`config.mk`:
```
export PLATFORM = sky130hd
export DESIGN_NAME = serial_adder_ctrl_flat
export DESIGN_NICKNAME = d
export VERILOG_FILES = /design/src/rtl/serial_adder_pkg.sv /design/src/rtl/serial_adder_ctrl_if.sv /design/src/rtl/serial_adder_ctrl_full_adder.sv /design/src/rtl/serial_adder_ctrl.sv /design/src/flat_wrapper.sv
export SDC_FILE = /design/constraint.sdc
export NUM_CORES = 1
export LEC_CHECK = 0
export ABC_AREA = 1
export CAP_MARGIN = 30
export CELL_PAD_IN_SITES_DETAIL_PLACEMENT = 2
export CELL_PAD_IN_SITES_GLOBAL_PLACEMENT = 2
export CORE_MARGIN = 2
export CORE_UTILIZATION = 34
export CTS_BUF_LIST = sky130_fd_sc_hd__clkbuf_8 sky130_fd_sc_hd__clkbuf_16
export DETAILED_ROUTE_END_ITERATION = 8
export GPL_TIMING_DRIVEN = 1
export PLACE_DENSITY = 0.86
export SLEW_MARGIN = 0
export SYNTH_ARGS = -nofsm -noshare
export SYNTH_HDL_FRONTEND = slang
export SYNTH_SLANG_ARGS = --single-unit
```
`constraint.sdc`:
```
create_clock -name clk -period 2.6 [get_ports clk]
set_input_delay 0.65 -clock clk [delete_from_list [all_inputs] [get_ports clk]]
set_output_delay 0.65 -clock clk [all_outputs]
set_load 0.005 [all_outputs]
```
`src/rtl/serial_adder_pkg.sv`:
```
// Shared types and defaults for the bit-serial adder controller.
package serial_adder_pkg;

  localparam int SERIAL_ADDER_WIDTH = 8;

  typedef enum logic [1:0] {
    IDLE = 2'd0,
    RUN  = 2'd1,
    DONE = 2'd2
  } state_t;

endpackage

```
`src/rtl/serial_adder_ctrl_if.sv`:
```
// Start/done handshake and operand/result bus of the serial adder.
// Optional overflow flag present when SERIAL_ADDER_OVERFLOW_EN is defined.
interface serial_adder_ctrl_if #(
  parameter int WIDTH = serial_adder_pkg::SERIAL_ADDER_WIDTH
);
  logic             start;
  logic [WIDTH-1:0] a;
  logic [WIDTH-1:0] b;
  logic             carry_in;
  logic             ready;
  logic             busy;
  logic             done;
  logic [WIDTH-1:0] sum;
  logic             carry_out;
`ifdef SERIAL_ADDER_OVERFLOW_EN
  logic             overflow;

  modport master (
    output start, a, b, carry_in,
    input  ready, busy, done, sum, carry_out, overflow
  );
  modport slave (
    input  start, a, b, carry_in,
    output ready, busy, done, sum, carry_out, overflow
  );
`else
  modport master (
    output start, a, b, carry_in,
    input  ready, busy, done, sum, carry_out
  );
  modport slave (
    input  start, a, b, carry_in,
    output ready, busy, done, sum, carry_out
  );
`endif
endinterface

```
`src/rtl/serial_adder_ctrl_full_adder.sv`:
```
// Existing 1-bit full adder used by the serial adder controller.
module full_adder (
  input  logic a,
  input  logic b,
  input  logic cin,
  output logic s,
  output logic cout
);
  assign s    = a ^ b ^ cin;
  assign cout = (a & b) | (cin & (a ^ b));
endmodule

```
`src/rtl/serial_adder_ctrl.sv`:
```
// Bit-serial adder: one full_adder sequenced LSB first over WIDTH bits.
// Define SERIAL_ADDER_OVERFLOW_EN to add a signed-overflow output.
module serial_adder_ctrl
  import serial_adder_pkg::*;
#(
  parameter int WIDTH = SERIAL_ADDER_WIDTH
) (
  input  logic              clk,
  input  logic              rst_n,
  serial_adder_ctrl_if.slave bus
);

  localparam int CNT_W = $clog2(WIDTH);
  localparam logic [CNT_W-1:0] LAST_BIT = CNT_W'(WIDTH - 1);

  state_t             state_reg;
  logic [WIDTH-1:0]   sh_a_reg;
  logic [WIDTH-1:0]   sh_b_reg;
  logic [WIDTH-2:0]   sh_s_reg;
  logic               cy_reg;
  logic [CNT_W-1:0]   cnt_reg;
  logic [WIDTH-1:0]   sum_reg;
  logic               cout_reg;
  logic               ready_reg;
  logic               busy_reg;
  logic               done_reg;
  logic               fa_sum;
  logic               fa_cout;
  logic [WIDTH-1:0]   sh_s_next;
`ifdef SERIAL_ADDER_OVERFLOW_EN
  logic               ov_reg;
`endif

  full_adder u_fa (
    .a    (sh_a_reg[0]),
    .b    (sh_b_reg[0]),
    .cin  (cy_reg),
    .s    (fa_sum),
    .cout (fa_cout)
  );

  // The newest sum bit enters at the top; after the last bit this is the result.
  assign sh_s_next = {fa_sum, sh_s_reg};

  always_ff @(posedge clk or negedge rst_n) begin
    if (!rst_n) begin
      state_reg <= IDLE;
      sh_a_reg  <= '0;
      sh_b_reg  <= '0;
      sh_s_reg  <= '0;
      cy_reg    <= 1'b0;
      cnt_reg   <= '0;
      sum_reg   <= '0;
      cout_reg  <= 1'b0;
      ready_reg <= 1'b1;
      busy_reg  <= 1'b0;
      done_reg  <= 1'b0;
`ifdef SERIAL_ADDER_OVERFLOW_EN
      ov_reg    <= 1'b0;
`endif
    end else begin
      done_reg <= 1'b0;
      case (state_reg)
        IDLE, DONE: begin
          if (bus.start) begin
            sh_a_reg  <= bus.a;
            sh_b_reg  <= bus.b;
            cy_reg    <= bus.carry_in;
            cnt_reg   <= '0;
            state_reg <= RUN;
            ready_reg <= 1'b0;
            busy_reg  <= 1'b1;
          end else begin
            state_reg <= IDLE;
            ready_reg <= 1'b1;
            busy_reg  <= 1'b0;
          end
        end
        RUN: begin
          sh_a_reg <= sh_a_reg >> 1;
          sh_b_reg <= sh_b_reg >> 1;
          sh_s_reg <= sh_s_next[WIDTH-1:1];
          cy_reg   <= fa_cout;
          if (cnt_reg == LAST_BIT) begin
            sum_reg   <= sh_s_next;
            cout_reg  <= fa_cout;
`ifdef SERIAL_ADDER_OVERFLOW_EN
            // Carry into the MSB differs from carry out of it.
            ov_reg    <= cy_reg ^ fa_cout;
`endif
            cnt_reg   <= '0;
            state_reg <= DONE;
            done_reg  <= 1'b1;
            ready_reg <= 1'b1;
            busy_reg  <= 1'b0;
          end else begin
            cnt_reg <= cnt_reg + 1'b1;
          end
        end
        default: begin
          state_reg <= IDLE;
          ready_reg <= 1'b1;
          busy_reg  <= 1'b0;
        end
      endcase
    end
  end

  assign bus.ready     = ready_reg;
  assign bus.busy      = busy_reg;
  assign bus.done      = done_reg;
  assign bus.sum       = sum_reg;
  assign bus.carry_out = cout_reg;
`ifdef SERIAL_ADDER_OVERFLOW_EN
  assign bus.overflow  = ov_reg;
`endif

endmodule

```
`src/flat_wrapper.sv`:
```
// flat-port wrapper written by rule: the top's interface ports become plain ports
module serial_adder_ctrl_flat import serial_adder_pkg::*;
#(
  parameter int WIDTH = SERIAL_ADDER_WIDTH
)
  (clk, rst_n, bus_start, bus_a, bus_b, bus_carry_in, bus_ready, bus_busy, bus_done, bus_sum, bus_carry_out);
  serial_adder_ctrl_if #(.WIDTH(WIDTH)) bus_i ();
  input  logic clk;
  input  logic rst_n;
  input wire logic [$bits(bus_i.start)-1:0] bus_start;
  input wire logic [$bits(bus_i.a)-1:0] bus_a;
  input wire logic [$bits(bus_i.b)-1:0] bus_b;
  input wire logic [$bits(bus_i.carry_in)-1:0] bus_carry_in;
  output wire logic [$bits(bus_i.ready)-1:0] bus_ready;
  output wire logic [$bits(bus_i.busy)-1:0] bus_busy;
  output wire logic [$bits(bus_i.done)-1:0] bus_done;
  output wire logic [$bits(bus_i.sum)-1:0] bus_sum;
  output wire logic [$bits(bus_i.carry_out)-1:0] bus_carry_out;
  assign bus_i.start = bus_start;
  assign bus_i.a = bus_a;
  assign bus_i.b = bus_b;
  assign bus_i.carry_in = bus_carry_in;
  assign bus_ready = bus_i.ready;
  assign bus_busy = bus_i.busy;
  assign bus_done = bus_i.done;
  assign bus_sum = bus_i.sum;
  assign bus_carry_out = bus_i.carry_out;
  serial_adder_ctrl #(.WIDTH(WIDTH)) u_core (.clk(clk), .rst_n(rst_n), .bus(bus_i));
endmodule
```
Word level (Yosys, flattened, before mapping)
Index checks and enable logic that the tools add are counted.
{"block": "totals", "regBits": 41, "latchBits": 0, "mem_bits_rw": 0, "rom_bits": 0, "input_bits": 20, "out_inout_bits": 12, "wordCells": 47, "n_memories": 0}
{"block": "op_classes", "add_sub_neg": 1, "mul": 0, "div": 0, "magnitude_cmp": 0, "n_eq_ne": 5, "n_shift": 0, "n_mux": 20, "bitwise_logic": 5, "reduce_logical": 5}
{"operator": "$pmux 8 s2", "n": 2}
{"operator": "$mux 8", "n": 2}
{"operator": "$mux 1", "n": 8}
{"operator": "$mux 3", "n": 2}
{"operator": "$pmux 1 s2", "n": 3}
{"operator": "$pmux 3 s2", "n": 1}
{"operator": "$pmux 2 s2", "n": 1}
{"operator": "$reduce_and 2->1", "n": 2}
{"operator": "$add 3x1->3 const B", "n": 1}
{"operator": "$eq 3x3->1 const B", "n": 1}
{"operator": "$and 1x1->1", "n": 2}
{"operator": "$eq 2x1->1 const B", "n": 1}
{"operator": "$eq 2x2->1 const B", "n": 1}
{"operator": "$logic_not 2->1", "n": 1}
{"operator": "$mux 2", "n": 1}
{"operator": "$ne 2x1->1 const B", "n": 1}
{"operator": "$ne 2x2->1 const B", "n": 1}
{"operator": "$reduce_bool 2->1", "n": 1}
{"operator": "$reduce_or 2->1", "n": 1}
{"operator": "$xor 1x1->1", "n": 2}
{"operator": "$or 1x1->1", "n": 1}

Longest topological paths before layout
{"block": "logic_depth", "depth_word": 4, "depth_mapped": 8, "ltp_nobuf": 6}

Modules after synthesis
Synthesis repeated with hierarchy kept, for this count alone.
{"block": "unflattened", "hier_cells": 228, "hier_area_um2": 1979.4}
{"mod": "serial_adder_ctrl", "n_inst": 1, "cells_per_inst": 227, "area_each_um2": 1959.4, "seq_area_each_um2": 1027.2}
{"mod": "full_adder", "n_inst": 1, "cells_per_inst": 1, "area_each_um2": 20.0, "seq_area_each_um2": 0.0}

Worst setup path before layout
Ideal clock, no wire load.
{"block": "synth_timing", "path_type": "register to register", "startpoint": "register u_core.cnt_reg[0]", "endpoint": "register u_core.sum_reg[0], in the netlist u_core.bus.sum[0]", "setup_time_ps": 65, "t_arrival_ps": 1159, "required_time_ps": 2535, "slack_ps": 1376, "path_stages_with_launch": 7, "path_buffers": 1, "period_less_slack_ps": 1224, "cell_sequence": "dfrtp_1 ha_1 ha_1 nand2_4 buf_6 nand2_1 nand2_1"}
{"block": "synth_between", "elab_chain_len": 2}
{"item": "from (decl)", "line_no": "serial_adder_ctrl.sv:21", "text": "logic [CNT_W-1:0] cnt_reg;"}
{"item": "from (signal assigned)", "line_no": "serial_adder_ctrl.sv:97", "text": "cnt_reg <= cnt_reg + 1'b1;"}
{"item": "$eq 3x3->1", "line_no": "serial_adder_ctrl.sv:84", "text": "if (cnt_reg == LAST_BIT) begin"}
{"item": "$reduce_and 2->1 (no line)"}
{"item": "to (signal assigned)", "line_no": "serial_adder_ctrl.sv:85", "text": "sum_reg <= sh_s_next;"}
{"item": "to (decl)", "line_no": "serial_adder_ctrl.sv:22", "text": "logic [WIDTH-1:0] sum_reg;"}
No other way between the ends.
A chain may end at the register's enable or synchronous reset.

Worst setup path after layout
{"block": "layout_timing", "startpoint": "register u_core.ready_reg, in the netlist u_core.bus.ready", "endpoint": "output port bus_ready"}
{"item": "from (decl)", "line_no": "serial_adder_ctrl.sv:24", "text": "logic ready_reg;"}
{"item": "from (signal assigned)", "line_no": "serial_adder_ctrl.sv:55", "text": "ready_reg <= 1'b1;"}
{"item": "from (signal assigned)", "line_no": "serial_adder_ctrl.sv:71", "text": "ready_reg <= 1'b0;"}
{"item": "from (signal assigned)", "line_no": "serial_adder_ctrl.sv:75", "text": "ready_reg <= 1'b1;"}
{"item": "to (decl)", "line_no": "flat_wrapper.sv:14", "text": "output wire logic [$bits(bus_i.ready)-1:0] bus_ready;"}
No word-level cell between the ends.

==> flow_metrics.py <==
metrics = {
    "run_status": {
        "status": "finished clean",
    },
    "setup_path": {
        "crit_cells": 1,
        "cp-start-kind": "register",
        "crit_family": "flip-flops",
        "critPathSlowestCell": "dfstp_2",
        "critical_path_required_ns": 1.95,
        "reg2regPathDepth": 5,
        "setup.worst_path.end_class": "output pin",
        "worstSetupPathType": "register to output pin",
        "cp_num_buf_inv": 1,
        "crit_chain": "clkdlybuf4s50_1",
        "r2r_setup_slack_ns": 1.01,
        "crit_fanout": 2,
        "arrival_ns": 1.33,
        "max_stage_delay_ns": 0.54,
    },
    "die": {
        "rows": 27,
        "die_area_um2": 6390,
        "coreArea_um2": 5540,
        "start_util": 0.354,
        "die_h_um": 79.9,
        "ios": 32,
        "die_w_um": 79.9,
    },
    "pwr": {
        "p_leak_nw": 1.27,
        "max-vdd-ir-drop_v": 0.000603,
        "powerDensity_nw_per_um2": 1200,
    },
    "timing": {
        "setup_violations": 0,
        "min_period_over_period": 0.761,
        "final_hold_viol_count": 0,
        "timing.final.ws_setup_ns": 0.621,
        "rsz0062_at_grt": "false",
        "maxSlewHeadroom": 0.667,
        "maxSlewViolCount": 0,
        "fin_setup_tns_ns": 0,
        "tightestPinTransition_ns": 0.499,
        "fmax_mhz": 505,
        "period_minus_slack_ns": 1.98,
        "fin_worst_skew_ns": 0.00303,
    },
    "grt": {
        "gr-total-overflow": 0,
        "grt_usage": 0.175,
        "grt_pass1_wl_mm": 8.56,
        "grt_pass1_vias": 1742,
        "grt_max_degree": 33,
        "antenna_found_initial": 0,
    },
    "place": {
        "dp_hpwl_mm": 3.44,
        "pre_cts_slack_ns": 0.818,
        "place_congestion": 0.719,
        "io_buffers": 31,
    },
    "detailed_routing": {
        "drtPass1Iterations": 4,
        "detail-route-antenna-nets": 0,
        "wirelength_mm": 4.99,
        "viasPerCell": 4.68,
        "drc_errors": 0,
        "drtIter0Drc": 59,
        "vias": 1557,
        "wl_per_cell_um": 15.0,
    },
    "cells_and_area": {
        "final_cell_mix": "nand2_1 (76), inv_1 (43), dfrtp_1 (40)",
        "diodes": 0,
        "drive_gt1_frac": 0.107,
        "final_common_cell": "nand2_1",
        "area_delta_synth_final_pct": 21.9,
        "layout.nets": 283,
    },
    "yosys": {
        "ys_ff_latch": 41,
        "yosys_warnings": 0,
        "synthCells": 228,
        "synth.cell_area_um2": 1960,
        "seq_area_frac_synth": 0.524,
        "synth_area_per_cell_um2": 8.59,
        "synthesis.nets": 251,
        "yosysUniqueCellTypes": 20,
    },
    "clock_tree": {
        "tritoncts": "built",
        "post_cts_resized": 0,
        "clk_pin_slew_ns": 0.08,
        "clk-insertion-delay-late_ns": 0.29,
        "htreeDepth": 2,
        "cts_inserted_buffers": 5,
        "cts_root_buf": "clkbuf_8",
        "post_cts_buffers": 0,
        "cts_hold_buf": 0,
        "cts.path.max_buffers": 2,
        "numClockSinks": 41,
    },
    "worst_hold_path": {
        "hold_class": "primary input to async pin",
    },
    "job": {
        "cap_violations": 0,
    },
}
path summary, 6_finish.rpt:
path / start / endpoint
worst max-delay path: u_core.bus.ready / bus_ready
min in group clk: u_core.bus.ready / u_core.bus.ready
max in group asynchronous: rst_n / u_core.sh_a_reg[5]
worst max register to register: u_core.state_reg[1] / u_core.cnt_reg[0]
worst min register to register: u_core.bus.ready / u_core.bus.ready
worst min-delay path: rst_n / u_core.bus.carry_out
layer usage:
metal	share of wire	global-route usage	wire, um	up-vias
met5	0	0	0	-
met4	0.015	0.0508	73	0
li1	-	-	-	752
met2	0.54	0.315	2680	22
met1	0.42	0.206	2110	776
met3	0.026	0.0396	128	7
where the power goes:
part / total, mW / internal, mW / switching [mW]
Sequential: 1.11 / 0.941 / 0.172
Clock: 0.425 / 0.209 / 0.216
Combinational: 1.33 / 0.518 / 0.816
Total: 2.87 / 1.67 / 1.20
synth_stat cells, drive strengths merged:
| library cell | count | area share |
|---|---|---|
| nor2 | 2 | 0.0077 |
| o21ai | 19 | 0.066 |
| ha | 2 | 0.013 |
| inv | 44 | 0.089 |
| dfstp | 1 | 0.013 |
| dfrtp | 40 | 0.51 |
| nand3 | 30 | 0.077 |
| nand2 | 80 | 0.17 |
| fa | 1 | 0.010 |
| buf | 9 | 0.040 |
per-stage QoR:
stage          hold WS [ns]  power [mW]   util  cell area [um2]  cells
2_1_floorplan         0.354        2.04      -             1960    228
3_3_place_gp          0.455        2.36  0.415             2300    325
3_5_place_dp          0.472        2.47  0.415             2300    325
4_1_cts               0.324        2.94  0.431             2390    333
5_1_grt               0.338        3.16  0.431             2390    333
6_report              0.315        2.87  0.431             2390    333
final cells by class:
class	count	area, um2
Clock inverter	2	7.51
Fill cell	629	3150
Timing Repair Buffer	34	328
Tap cell	72	90.1
Multi-Input combinational cell	134	678
Sequential cell	41	1030
Clock buffer	6	82.6
Inverter	44	175
cell families (layout without fill, tap and decap cells):
logic type      Yosys count  count (layout)  synth area share
fa+ha+maj                 3               3            0.0230
simple gates            112             112             0.257
buf+inv                  53              86             0.130
compound gates           19              19            0.0658
flops                    41              41             0.524
Power figures use the tool's default switching activity.
